File: src/rtl/mem_port_arbiter.sv
// Two-requester arbiter for the single-port unified memory of the multicycle
// RV32I core. The instruction-fetch (IF) and load/store (LS) paths compete
// for the memory. The winner's request is latched and the memory is driven
// until mem_ready. Read data and a completion pulse then go back to the owner.
// A watchdog aborts an access that never completes and flags bus_err.
module mem_port_arbiter #(
  parameter int ADDR_W  = 32,
  parameter int DATA_W  = 32,
  parameter int RR_EN   = 1,   // 1: round-robin on ties, 0: LS wins ties
  parameter int TIMEOUT = 16   // max BUSY cycles before abort, 0 disables
) (
  input  logic              arb_clk,
  input  logic              arb_rst,
  // instruction-fetch requester
  input  logic              if_req,
  input  logic [ADDR_W-1:0] if_addr,
  output logic              if_gnt,
  output logic              if_rvalid,
  output logic [DATA_W-1:0] if_rdata,
  // load/store requester
  input  logic              ls_req,
  input  logic              ls_we,
  input  logic [ADDR_W-1:0] ls_addr,
  input  logic [DATA_W-1:0] ls_wdata,
  output logic              ls_gnt,
  output logic              ls_done,
  output logic [DATA_W-1:0] ls_rdata,
  // abort indication, pulses together with if_rvalid/ls_done
  output logic              bus_err,
  // memory side
  output logic              mem_en,
  output logic              mem_we,
  output logic [ADDR_W-1:0] mem_addr,
  output logic [DATA_W-1:0] mem_wdata,
  input  logic [DATA_W-1:0] mem_rdata,
  input  logic              mem_ready
);

  localparam int WAIT_W = (TIMEOUT < 1) ? 1 : $clog2(TIMEOUT + 1);
  localparam logic [WAIT_W-1:0] WAIT_LAST = WAIT_W'((TIMEOUT > 0) ? TIMEOUT - 1 : 0);

  typedef enum logic { S_IDLE, S_BUSY } state_t;
  typedef enum logic { OWN_IF, OWN_LS } owner_t;

  state_t              state_q;
  owner_t              owner_q;
  owner_t              last_owner_q;
  logic [WAIT_W-1:0]   wait_cnt_q;

  logic                if_gnt_q;
  logic                ls_gnt_q;
  logic                if_rvalid_q;
  logic                ls_done_q;
  logic                bus_err_q;
  logic                mem_en_q;
  logic                mem_we_q;
  logic [ADDR_W-1:0]   mem_addr_q;
  logic [DATA_W-1:0]   mem_wdata_q;
  logic [DATA_W-1:0]   if_rdata_q;
  logic [DATA_W-1:0]   ls_rdata_q;

  logic                win_ls_d;
  logic                timeout_hit_d;

  // Pick the winner of the current IDLE arbitration.
  always_comb begin
    // NOTE: every always_comb output gets a default first so no path can leave it unassigned and infer a latch.
    win_ls_d = 1'b0;
    if (ls_req && !if_req) begin
      win_ls_d = 1'b1;
    end else if (ls_req && if_req) begin
      win_ls_d = (RR_EN != 0) ? (last_owner_q == OWN_IF) : 1'b1;
    end
  end

  // Watchdog expiry: this BUSY cycle is the last one allowed.
  assign timeout_hit_d = (TIMEOUT > 0) && (wait_cnt_q == WAIT_LAST);

  // Arbitration FSM with registered grant, completion and memory outputs.
  always_ff @(posedge arb_clk or posedge arb_rst) begin
    if (arb_rst) begin
      state_q      <= S_IDLE;
      owner_q      <= OWN_IF;
      last_owner_q <= OWN_LS;   // first tie after reset goes to IF
      wait_cnt_q   <= '0;
      if_gnt_q     <= 1'b0;
      ls_gnt_q     <= 1'b0;
      if_rvalid_q  <= 1'b0;
      ls_done_q    <= 1'b0;
      bus_err_q    <= 1'b0;
      mem_en_q     <= 1'b0;
      mem_we_q     <= 1'b0;
      mem_addr_q   <= '0;
      mem_wdata_q  <= '0;
      if_rdata_q   <= '0;
      ls_rdata_q   <= '0;
    end else begin
      // NOTE: sequential state uses non-blocking assignments so every register samples pre-edge values.
      if_gnt_q    <= 1'b0;
      ls_gnt_q    <= 1'b0;
      if_rvalid_q <= 1'b0;
      ls_done_q   <= 1'b0;
      bus_err_q   <= 1'b0;

      case (state_q)
        S_IDLE: begin
          if (if_req || ls_req) begin
            state_q    <= S_BUSY;
            mem_en_q   <= 1'b1;
            wait_cnt_q <= '0;
            if (win_ls_d) begin
              owner_q     <= OWN_LS;
              ls_gnt_q    <= 1'b1;
              mem_we_q    <= ls_we;
              mem_addr_q  <= ls_addr;
              mem_wdata_q <= ls_wdata;
            end else begin
              owner_q    <= OWN_IF;
              if_gnt_q   <= 1'b1;
              mem_we_q   <= 1'b0;      // fetches are always reads
              mem_addr_q <= if_addr;
            end
          end
        end

        S_BUSY: begin
          // mem_ready wins over an expiring watchdog on the same edge.
          if (mem_ready || timeout_hit_d) begin
            state_q      <= S_IDLE;
            mem_en_q     <= 1'b0;
            mem_we_q     <= 1'b0;
            wait_cnt_q   <= '0;
            last_owner_q <= owner_q;
            bus_err_q    <= !mem_ready;
            if (owner_q == OWN_IF) begin
              if_rvalid_q <= 1'b1;
              if (mem_ready) begin
                if_rdata_q <= mem_rdata;
              end
            end else begin
              ls_done_q <= 1'b1;
              if (mem_ready && !mem_we_q) begin
                ls_rdata_q <= mem_rdata;
              end
            end
          end else if (TIMEOUT > 0) begin
            wait_cnt_q <= wait_cnt_q + WAIT_W'(1);
          end
        end

        default: state_q <= S_IDLE;
      endcase
    end
  end

  assign if_gnt    = if_gnt_q;
  assign ls_gnt    = ls_gnt_q;
  assign if_rvalid = if_rvalid_q;
  assign ls_done   = ls_done_q;
  assign bus_err   = bus_err_q;
  assign if_rdata  = if_rdata_q;
  assign ls_rdata  = ls_rdata_q;
  assign mem_en    = mem_en_q;
  assign mem_we    = mem_we_q;
  assign mem_addr  = mem_addr_q;
  assign mem_wdata = mem_wdata_q;

endmodule

File: config.mk
export PLATFORM = sky130hd
export DESIGN_NAME = mem_port_arbiter
export DESIGN_NICKNAME = d
export VERILOG_FILES = /design/src/rtl/mem_port_arbiter.sv
export SDC_FILE = /design/constraint.sdc
export NUM_CORES = 1
export LEC_CHECK = 0
export CORE_MARGIN = 2
export CORE_UTILIZATION = 44
export DETAILED_ROUTE_END_ITERATION = 16
export PLACE_DENSITY_LB_ADDON = 0.3
export RECOVER_POWER = 25
export SKIP_CTS_REPAIR_TIMING = 1
export SLEW_MARGIN = 25
export SYNTH_ARGS = -nofsm -noshare
export SYNTH_HDL_FRONTEND = slang
export SYNTH_SLANG_ARGS = --single-unit
File: constraint.sdc
create_clock -name arb_clk -period 14.2 [get_ports arb_clk]
set_input_delay 2.84 -clock arb_clk [delete_from_list [all_inputs] [get_ports arb_clk]]
set_output_delay 2.84 -clock arb_clk [all_outputs]
set_load 0.01 [all_outputs]
==> results of run 1 <==
power breakdown:
part / internal (mW) / switching (mW) / total, mW
sequential: 0.546 / 0.0720 / 0.618
clock: 0.264 / 0.155 / 0.419
combinational: 0.367 / 0.210 / 0.577
registers in the layout, indices dropped and copies added, names as in the netlist:
register and count:
ls_rdata 32, ls_gnt 1, owner_q 1, mem_en 1, bus_err 1, if_gnt 1
ls_done 1, if_rdata 32, if_rvalid 1, last_owner_q 1, mem_we 1, mem_addr 32
state_q 1, mem_wdata 32, wait_cnt_q 5
path summary, 6_finish.rpt:
path                              start            end  depth (start not counted)
max                             arb_rst    ls_rdata[3]                          3
min                        if_rdata[26]   if_rdata[26]                          1
max reg2reg                     state_q   if_rdata[11]                          2
min reg2reg                if_rdata[26]   if_rdata[26]                          1
max in group arb_clk             if_req  mem_wdata[14]                          5
min in group asynchronous       arb_rst    ls_rdata[2]                          2
worst max-delay path: cells and delay by family:
family / cells / cell delay (ps)
buffers and inverters: 3 / 3580
synth_stat cells, drive strengths merged, types with 2 or more instances:
master,n,share of area
mux2,96,0.19
clkbuf,5,0.0033
a221o,23,0.041
nor3b,2,0.0036
dfrtp,142,0.63
buf,15,0.022
o21ai,3,0.0027
nand3,2,0.0027
and2,24,0.027
ha,2,0.0044
o22ai,2,0.0022
inv,4,0.0027
a22o,2,0.0031
nor2,5,0.0047
or3,2,0.0022
nand2,11,0.0073
a2bb2oi,9,0.014
a21oi,11,0.0098
cell families after synthesis:
group           synth area share
buf+inv                   0.0282
flops                      0.636
fa+ha+maj                0.00444
compound gates            0.0809
simple gates              0.0587
mux                        0.192
layout make-up:
type | instances | area (um^2)
multi-input cells | 207 | 1890
well taps | 172 | 215
fillers | 880 | 3600
repair buffers | 272 | 2710
flip-flops and latches | 143 | 3580
clock buffers | 22 | 464
inverters | 4 | 16.3
clock inverters | 8 | 90.1
per-stage QoR:
step           power, mW  hold WS (ps)
2_1_floorplan      0.849           465
3_3_place_gp        1.19           474
3_5_place_dp        1.21           481
4_1_cts             1.63           493
5_1_grt             1.70           503
6_report            1.61           486
layer usage:
layer	share of wire	global-route usage	up-vias
li1	-	-	1901
met1	0.36	0.231	2079
met2	0.53	0.372	181
met3	0.082	0.0721	38
met4	0.031	0.108	0
met5	0	0	-
==> reports/qor.yml, run 1 <==
placed_cells: 798
grt_pass1_wl_mm: 22.1
power_leakage_nw: 3.77
start_util: 0.448
setup_viol: 0
drv_slew: 91
layout_commonest_cell: "clkdlybuf4s50_1"
antenna_cells: 0
slowest_stage: "clkinvlp_2"
synthCells: 374
drc: 0
wl_mm: 14.7
fin_nets: 781
cap_violations: 1
track_usage: 0.213
htreeDepth: 4
async_flop_share: 1.00
start_kind: "primary input"
hp-class: "reg2reg"
syn_area_per_cell_um2: 15.1
stdcell_count: 828
die_h_um: 117
antenna_found_initial: 0
first_iter_violations: 130
violations: "capacitance limit, slew limit"
clkSinkCount: 143
syn-num-nets: 510
fin_area_um2: 8970
layout_common_cells: "clkdlybuf4s50_1, dfrtp_1, mux2_2"
first_pass_iters: 4
antenna_left: 0
synth_seq_cells: 143
ff2ff_setup_slack_ps: 12010
crit_arrival_ps: 6490
cts_tree: "done"
cts.clk_slew.worst_paths_ps: 50
setup_ws_ps: 8180
worstPathRequired_ps: 14670
ys_types: 38
seq_area_frac_synth: 0.636
area_growth_pct: 59.2
endpoint_kind: "asynchronous set/reset pin"
tightest_slew_ps: 3880
clk_latency_ps: 410
grt_overflow: 0
numCtsBuffers: 17
clockBufferDepth: 2
ir_drop_uv: 111
post-place-ws_ps: 9260
criticalPathCategory: "in2async"
hold_viol: 0
grt_pass1_vias: 4432
drive_above_1_share: 0.191
cts_root_buf: "clkbuf_16"
skew_ps: 4.16
via_per_inst: 5.07
dieArea_um2: 13700
rows: 41
vias: 4199
gp_congestion: 0.800
relSlewSlack: -1.60
synth-main-ff-cell: "dfrtp_1"
synth-warning-count: 0
utilization: 0.713
placed_area_um2: 8420
dp_hpwl_mm: 10.6
cp_cell_sequence: "dlygate4sd3_1 > clkinvlp_2 > buf_4"
period_share: 0.424
synth_edf_count: 0
cpPeakStageDelay_ps: 2190
io_pins: 269
wire_per_inst_um: 17.7
netlist_area_um2: 5630
rsz0062_at_grt: "false"
port_buffers: 268
worstPathMaxFanout: 90
grt_max_degree: 91
max_freq_ghz: 0.166
outcome: "finished with violations"
die_w_um: 117
layout_min_cycle_time_ps: 6020
fin_setup_tns_ps: 0
coreArea_um2: 12600
powerDensity_nw_per_um2: 180
No activity file was read; power rests on OpenSTA's default activity.
==> inputs of run 2 (changes only) <==
--- a/config.mk
+++ b/config.mk
@@ -6,7 +6,7 @@
 export NUM_CORES = 1
 export LEC_CHECK = 0
 export CORE_MARGIN = 2
-export CORE_UTILIZATION = 44
+export CORE_UTILIZATION = 41
 export DETAILED_ROUTE_END_ITERATION = 16
 export PLACE_DENSITY_LB_ADDON = 0.3
 export RECOVER_POWER = 25
==> constraint.sdc (replaced) <==
create_clock -name arb_clk -period 5.7 [get_ports arb_clk]
set_input_delay 1.14 -clock arb_clk [delete_from_list [all_inputs] [get_ports arb_clk]]
set_output_delay 1.14 -clock arb_clk [all_outputs]
set_load 0.01 [all_outputs]
==> run 2 against run 1 <==
The run still ends with capacitance limit, slew limit left. Global-route usage decreased by 0.88 points. Clock power grew to 3.2 times the previous value. Combinational power is 150% higher. Final area is 2.2% higher. Die area up 7.1%. Register-to-register slack worse by 8500 ps. Non-clock buffer count is 1 higher. Power grew to 2.7 times the previous value. Largest cell class unchanged.
==> reports/qor.yml, run 2 (synthesis gave the netlist of run 1 again) <==
drc: 0  # unchanged
clkSinkCount: 143  # unchanged
setup_viol: 0  # unchanged
htreeDepth: 4  # unchanged
hold_viol: 0  # unchanged
crit_arrival_ps: 3870  # was 6490 ps
clkPwrFrac: 0.308  # was 0.260
crit_start: "arb_rst"  # unchanged
drv_slew: 116  # was 91
relSlewSlack: -0.632  # was -1.60
cp_cell_sequence: "dlygate4sd3_1 > clkinvlp_4 > buf_4"  # was dlygate4sd3_1 > clkinvlp_2 > buf_4
grtUsageMet1: 0.242  # was 0.231
numCtsBuffers: 17  # unchanged
hp-class: "reg2reg"  # unchanged
dp_hpwl_mm: 10.5  # was 10.6 mm
powerDensity_nw_per_um2: 471  # was 180 nW/um^2
critPathTopFamily: "buffers and inverters"  # unchanged
gp_congestion: 0.779  # was 0.800
die_w_um: 121  # was 117 um
coreArea_um2: 13300  # was 12600 um^2
ir_drop_uv: 220  # was 111 uV
start_kind: "primary input"  # unchanged
grt-busiest-layer: "met2"  # unchanged
tightest_slew_ps: 2450  # was 3880 ps
antenna_left: 0  # unchanged
antenna_found_initial: 0  # unchanged
cts.clk_slew.worst_paths_ps: 60  # was 50 ps
fin_setup_tns_ps: 0  # unchanged
max_freq_ghz: 0.302
wl_mm: 14.7  # about the same
grt_pass1_vias: 4414  # was 4432
skew_ps: 4.52  # was 4.16 ps
power_leakage_nw: 3.85  # was 3.77 nW
cpPeakStageDelay_ps: 1490  # was 2190 ps
comb_power_share: 0.334  # was 0.358
wire_per_inst_um: 17.7  # about the same
rsz0062_at_grt: "false"  # unchanged
groute.layer.met2.usage: 0.346  # was 0.372
r2r-end: "if_rdata[4]"  # was if_rdata[11]
cp-endpoint: "ls_rdata[30]"  # was ls_rdata[3]
via_per_inst: 5.08  # was 5.07
criticalPathCategory: "in2async"  # unchanged
rows: 42  # was 41
vias: 4245  # was 4199
clk_latency_ps: 410  # about the same
ff2ff_setup_slack_ps: 3530  # was 12010 ps
worstPathMaxFanout: 115  # was 90
track_usage: 0.204  # was 0.213
die_h_um: 121  # was 117 um
reg2reg_from: "state_q"  # unchanged
dieArea_um2: 14700  # was 13700 um^2
cap_violations: 1  # unchanged
swShare: 0.258  # was 0.271
worstPathRequired_ps: 6250  # was 14670 ps
first_iter_violations: 170  # was 130
grtUsageMet3: 0.0630  # was 0.0721
fin_nets: 782  # was 781
drive_above_1_share: 0.197  # was 0.191
antenna_cells: 0  # unchanged
port_buffers: 268  # unchanged
layout_commonest_cell: "clkdlybuf4s50_1"  # unchanged
nFillCells: 959  # was 880
grt_pass1_wl_mm: 22.9  # was 22.1 mm
grt_overflow: 0  # unchanged
r2r_cells: 2  # unchanged
period_share: 0.581
worst-path-stages: 3  # unchanged
start_util: 0.422  # was 0.448
outcome: "finished with violations"  # unchanged
cts_root_buf: "clkbuf_16"  # unchanged
first_pass_iters: 5  # was 4
io_pins: 269  # unchanged
cts_tree: "done"  # unchanged
layout_common_cells: "clkdlybuf4s50_1, dfrtp_1, mux2_2"  # unchanged
layout_min_cycle_time_ps: 3310
slowest_stage: "clkinvlp_4"  # was clkinvlp_2
internal_power_mw: 3.20  # was 1.18 mW
violations: "capacitance limit, slew limit"  # unchanged
cp.buffers_inverters: 3  # unchanged
clockBufferDepth: 2  # unchanged
seqPwrFrac: 0.358  # was 0.383
endpoint_kind: "asynchronous set/reset pin"  # unchanged
grt_max_degree: 116  # was 91
finalPower_mw: 4.32  # was 1.61 mW
p_sw_mw: 1.11  # was 0.438 mW
area_growth_pct: 62.7  # was 59.2%
run 2: how the worst min path moves through the flow:
stage / from / to / depth (start not counted)
finish: if_rdata[26] / if_rdata[26] / 1
global route: ls_rdata[3] / ls_rdata[3] / 1
CTS: ls_rdata[3] / ls_rdata[3] / 1
detailed placement: ls_rdata[3] / ls_rdata[3] / 1
global placement: ls_rdata[10] / ls_rdata[10] / 1
floorplan: wait_cnt_q[2] / wait_cnt_q[2] / 1
run 2: through the flow:
stage	utilization	cell area [um^2]	hold WS, ps	setup WS [ps]	std cells
detailed placement	0.631	8420	480	2160	802
global placement	0.631	8420	475	2240	802
CTS	0.685	9150	493	2600	834
global route	0.686	9160	506	1900	835
finish	0.686	9160	490	2390	835
floorplan	-	5630	465	724	374
run 2: final cells by class:
cell class / instances / area (um^2) / area share
clock inverter: 9 / 224 / 0.0244
clock buffer: 23 / 498 / 0.0544
sequential: 143 / 3580 / 0.391
tap: 176 / 220 / 0.0240
inverter: 4 / 18.8 / 0.00205
multi-input combinational: 207 / 1890 / 0.207
timing repair buffer: 273 / 2730 / 0.298
run 2: power groups by stage:
stage	registers (mW)	logic (mW)	clock network [mW]
after floorplan	1.70	0.418	0
after global placement	1.54	1.42	0
after detailed placement	1.56	1.45	0
after CTS	1.55	1.46	1.36
after global routing	1.59	1.53	1.41
final	1.55	1.44	1.33
run 2: layer usage:
metal	part of all wire	wire length, um	vias to the layer above
li1	-	-	1907
met1	0.39	5770	2131
met2	0.51	7580	186
met3	0.073	1080	21
met4	0.021	308	0
met5	0	0	-
==> inputs of run 3 (changes only) <==
--- a/config.mk
+++ b/config.mk
@@ -6,7 +6,7 @@
 export NUM_CORES = 1
 export LEC_CHECK = 0
 export CORE_MARGIN = 2
-export CORE_UTILIZATION = 41
+export CORE_UTILIZATION = 37
 export DETAILED_ROUTE_END_ITERATION = 16
 export PLACE_DENSITY_LB_ADDON = 0.3
 export RECOVER_POWER = 25
==> constraint.sdc (replaced) <==
create_clock -name arb_clk -period 2.7 [get_ports arb_clk]
set_input_delay 0.54 -clock arb_clk [delete_from_list [all_inputs] [get_ports arb_clk]]
set_output_delay 0.54 -clock arb_clk [all_outputs]
set_load 0.01 [all_outputs]
==> run 3 against run 2 <==
The run now ends clean. Global-route usage is 2.1 points lower. Non-clock buffer count increased by 3. Clock power is 61% higher. First-iteration DRC count rose by 15%. Final cell count is 1.4% higher. Setup slack lost 1700 ps. Sequential power increased by 110%. Power is 95% higher. Hold slack got worse by 1.6 ps. Utilization down 8.5 points. Die area is 10% higher.
==> reports/qor.yml, run 3 (synthesis gave the netlist of run 1 again) <==
outcome: "finished clean"  # was finished with violations
hold_viol: 0  # unchanged
die_h_um: 127  # was 121 um
wire_per_inst_um: 17.1  # was 17.7 um
holdPathStages: 1  # unchanged
cts.clk_slew.worst_paths_ps: 50  # was 60 ps
ff2ff_setup_slack_ps: 710  # was 3530 ps
relSlewSlack: 0.320  # was -0.632
rsz0062_at_grt: "false"  # unchanged
tightest_slew_ps: 1020  # was 2450 ps
skew_ps: 6.00  # was 4.52 ps
setup_viol: 0  # unchanged
drive_above_1_share: 0.197  # unchanged
coreArea_um2: 15000  # was 13300 um^2
layout_commonest_cell: "clkdlybuf4s50_1"  # unchanged
cp-endpoint: "mem_wdata[7]"  # was ls_rdata[30]
max_freq_ghz: 0.493
worstPathMaxFanout: 56  # was 115
layout_common_cells: "clkdlybuf4s50_1, dfrtp_1, mux2_2"  # unchanged
via_per_inst: 4.92  # was 5.08
antenna_cells: 0  # unchanged
powerDensity_nw_per_um2: 933  # was 471 nW/um^2
hp-start: "mem_en"  # was if_rdata[26]
cts_tree: "done"  # unchanged
grt_pass1_vias: 4518  # was 4414
fin_nets: 785  # was 782
placed_area_um2: 8520  # was 8420 um^2
port_buffers: 268  # unchanged
gp_congestion: 0.762  # was 0.779
wl_mm: 14.5  # was 14.7 mm
grt_overflow: 0  # unchanged
layout_min_cycle_time_ps: 2030
io_pins: 269  # unchanged
antenna_found_initial: 0  # unchanged
criticalPathCategory: "in2reg"  # was in2async
cts_root_buf: "clkbuf_16"  # unchanged
endpoint_kind: "register"  # was asynchronous set/reset pin
fin_area_um2: 9050  # was 9160 um^2
crit_arrival_ps: 2320  # was 3870 ps
first_pass_iters: 5  # unchanged
area_growth_pct: 60.7  # was 62.7%
dp_hpwl_mm: 10.6  # was 10.5 mm
ir_drop_uv: 442  # was 220 uV
clk_latency_ps: 410  # about the same
hp-class: "reg2reg"  # unchanged
start_util: 0.375  # was 0.422
clockBufferDepth: 2  # unchanged
drc: 0  # unchanged
numCtsBuffers: 17  # unchanged
first_iter_violations: 195  # was 170
r2r-end: "wait_cnt_q[3]"  # was if_rdata[4]
grt_pass1_wl_mm: 23.0  # was 22.9 mm
rows: 45  # was 42
track_usage: 0.183  # was 0.204
cap_violations: 0  # was 1
antenna_left: 0  # unchanged
fin_setup_tns_ps: 0  # unchanged
crit_start: "ls_req"  # was arb_rst
worstPathRequired_ps: 2990  # was 6250 ps
dieArea_um2: 16200  # was 14700 um^2
r2r_cells: 6  # was 2
power_leakage_nw: 3.79  # was 3.85 nW
vias: 4164  # was 4245
drv_slew: 0  # was 116
grt_max_degree: 77  # was 116
clkSinkCount: 143  # unchanged
reg2reg_from: "wait_cnt_q[0]"  # was state_q
die_w_um: 127  # was 121 um
start_kind: "primary input"  # unchanged
period_share: 0.751
htreeDepth: 4  # unchanged
[run 3: worst min path at each step]
stage                    end  slack (ps)
5_1_grt          if_rdata[5]         510
4_1_cts               mem_en         500
3_5_place_dp          mem_en         480
6_report              mem_en         490
3_3_place_gp    if_rdata[11]         480
2_1_floorplan  wait_cnt_q[2]         460
[run 3: report_power, final]
part | leakage [nW] | internal (mW) | total (mW) | switching, mW
clock network | 0.265 | 1.32 | 2.14 | 0.817
logic | 1.82 | 1.95 | 3.05 | 1.09
registers | 1.71 | 2.87 | 3.26 | 0.386
total | 3.79 | 6.14 | 8.44 | 2.30
[run 3: worst max-delay path, cell delays in order]
cell	delay [ps]
clkdlybuf4s50_1	590
a21bo_2	350
nor2_4	140
buf_12	270
mux2_2	380
[run 3: cell type report]
cell class | count | area (um^2)
Fill cell | 1154 | 5990
Tap cell | 188 | 235
Multi-Input combinational cell | 207 | 1900
Sequential cell | 143 | 3580
Inverter | 4 | 16.3
Timing Repair Buffer | 276 | 2780
Clock buffer | 23 | 478
Clock inverter | 6 | 61.3
[run 3: per-layer routing]
layer,track usage,part of all wire,up-vias
met5,0,0,-
met4,0.0834,0.023,0
met3,0.0603,0.070,29
met2,0.310,0.52,148
met1,0.211,0.39,2076
li1,-,-,1911
[run 3: per-stage QoR]
stage	setup slack [ps]	hold WS, ps	util	instances	total power [mW]
after floorplan	370	465	-	374	4.47
after global placement	321	475	0.567	818	6.27
after detailed placement	250	484	0.567	818	6.37
after CTS	692	495	0.603	847	8.57
after global routing	601	512	0.602	847	8.89
final	672	488	0.602	847	8.44
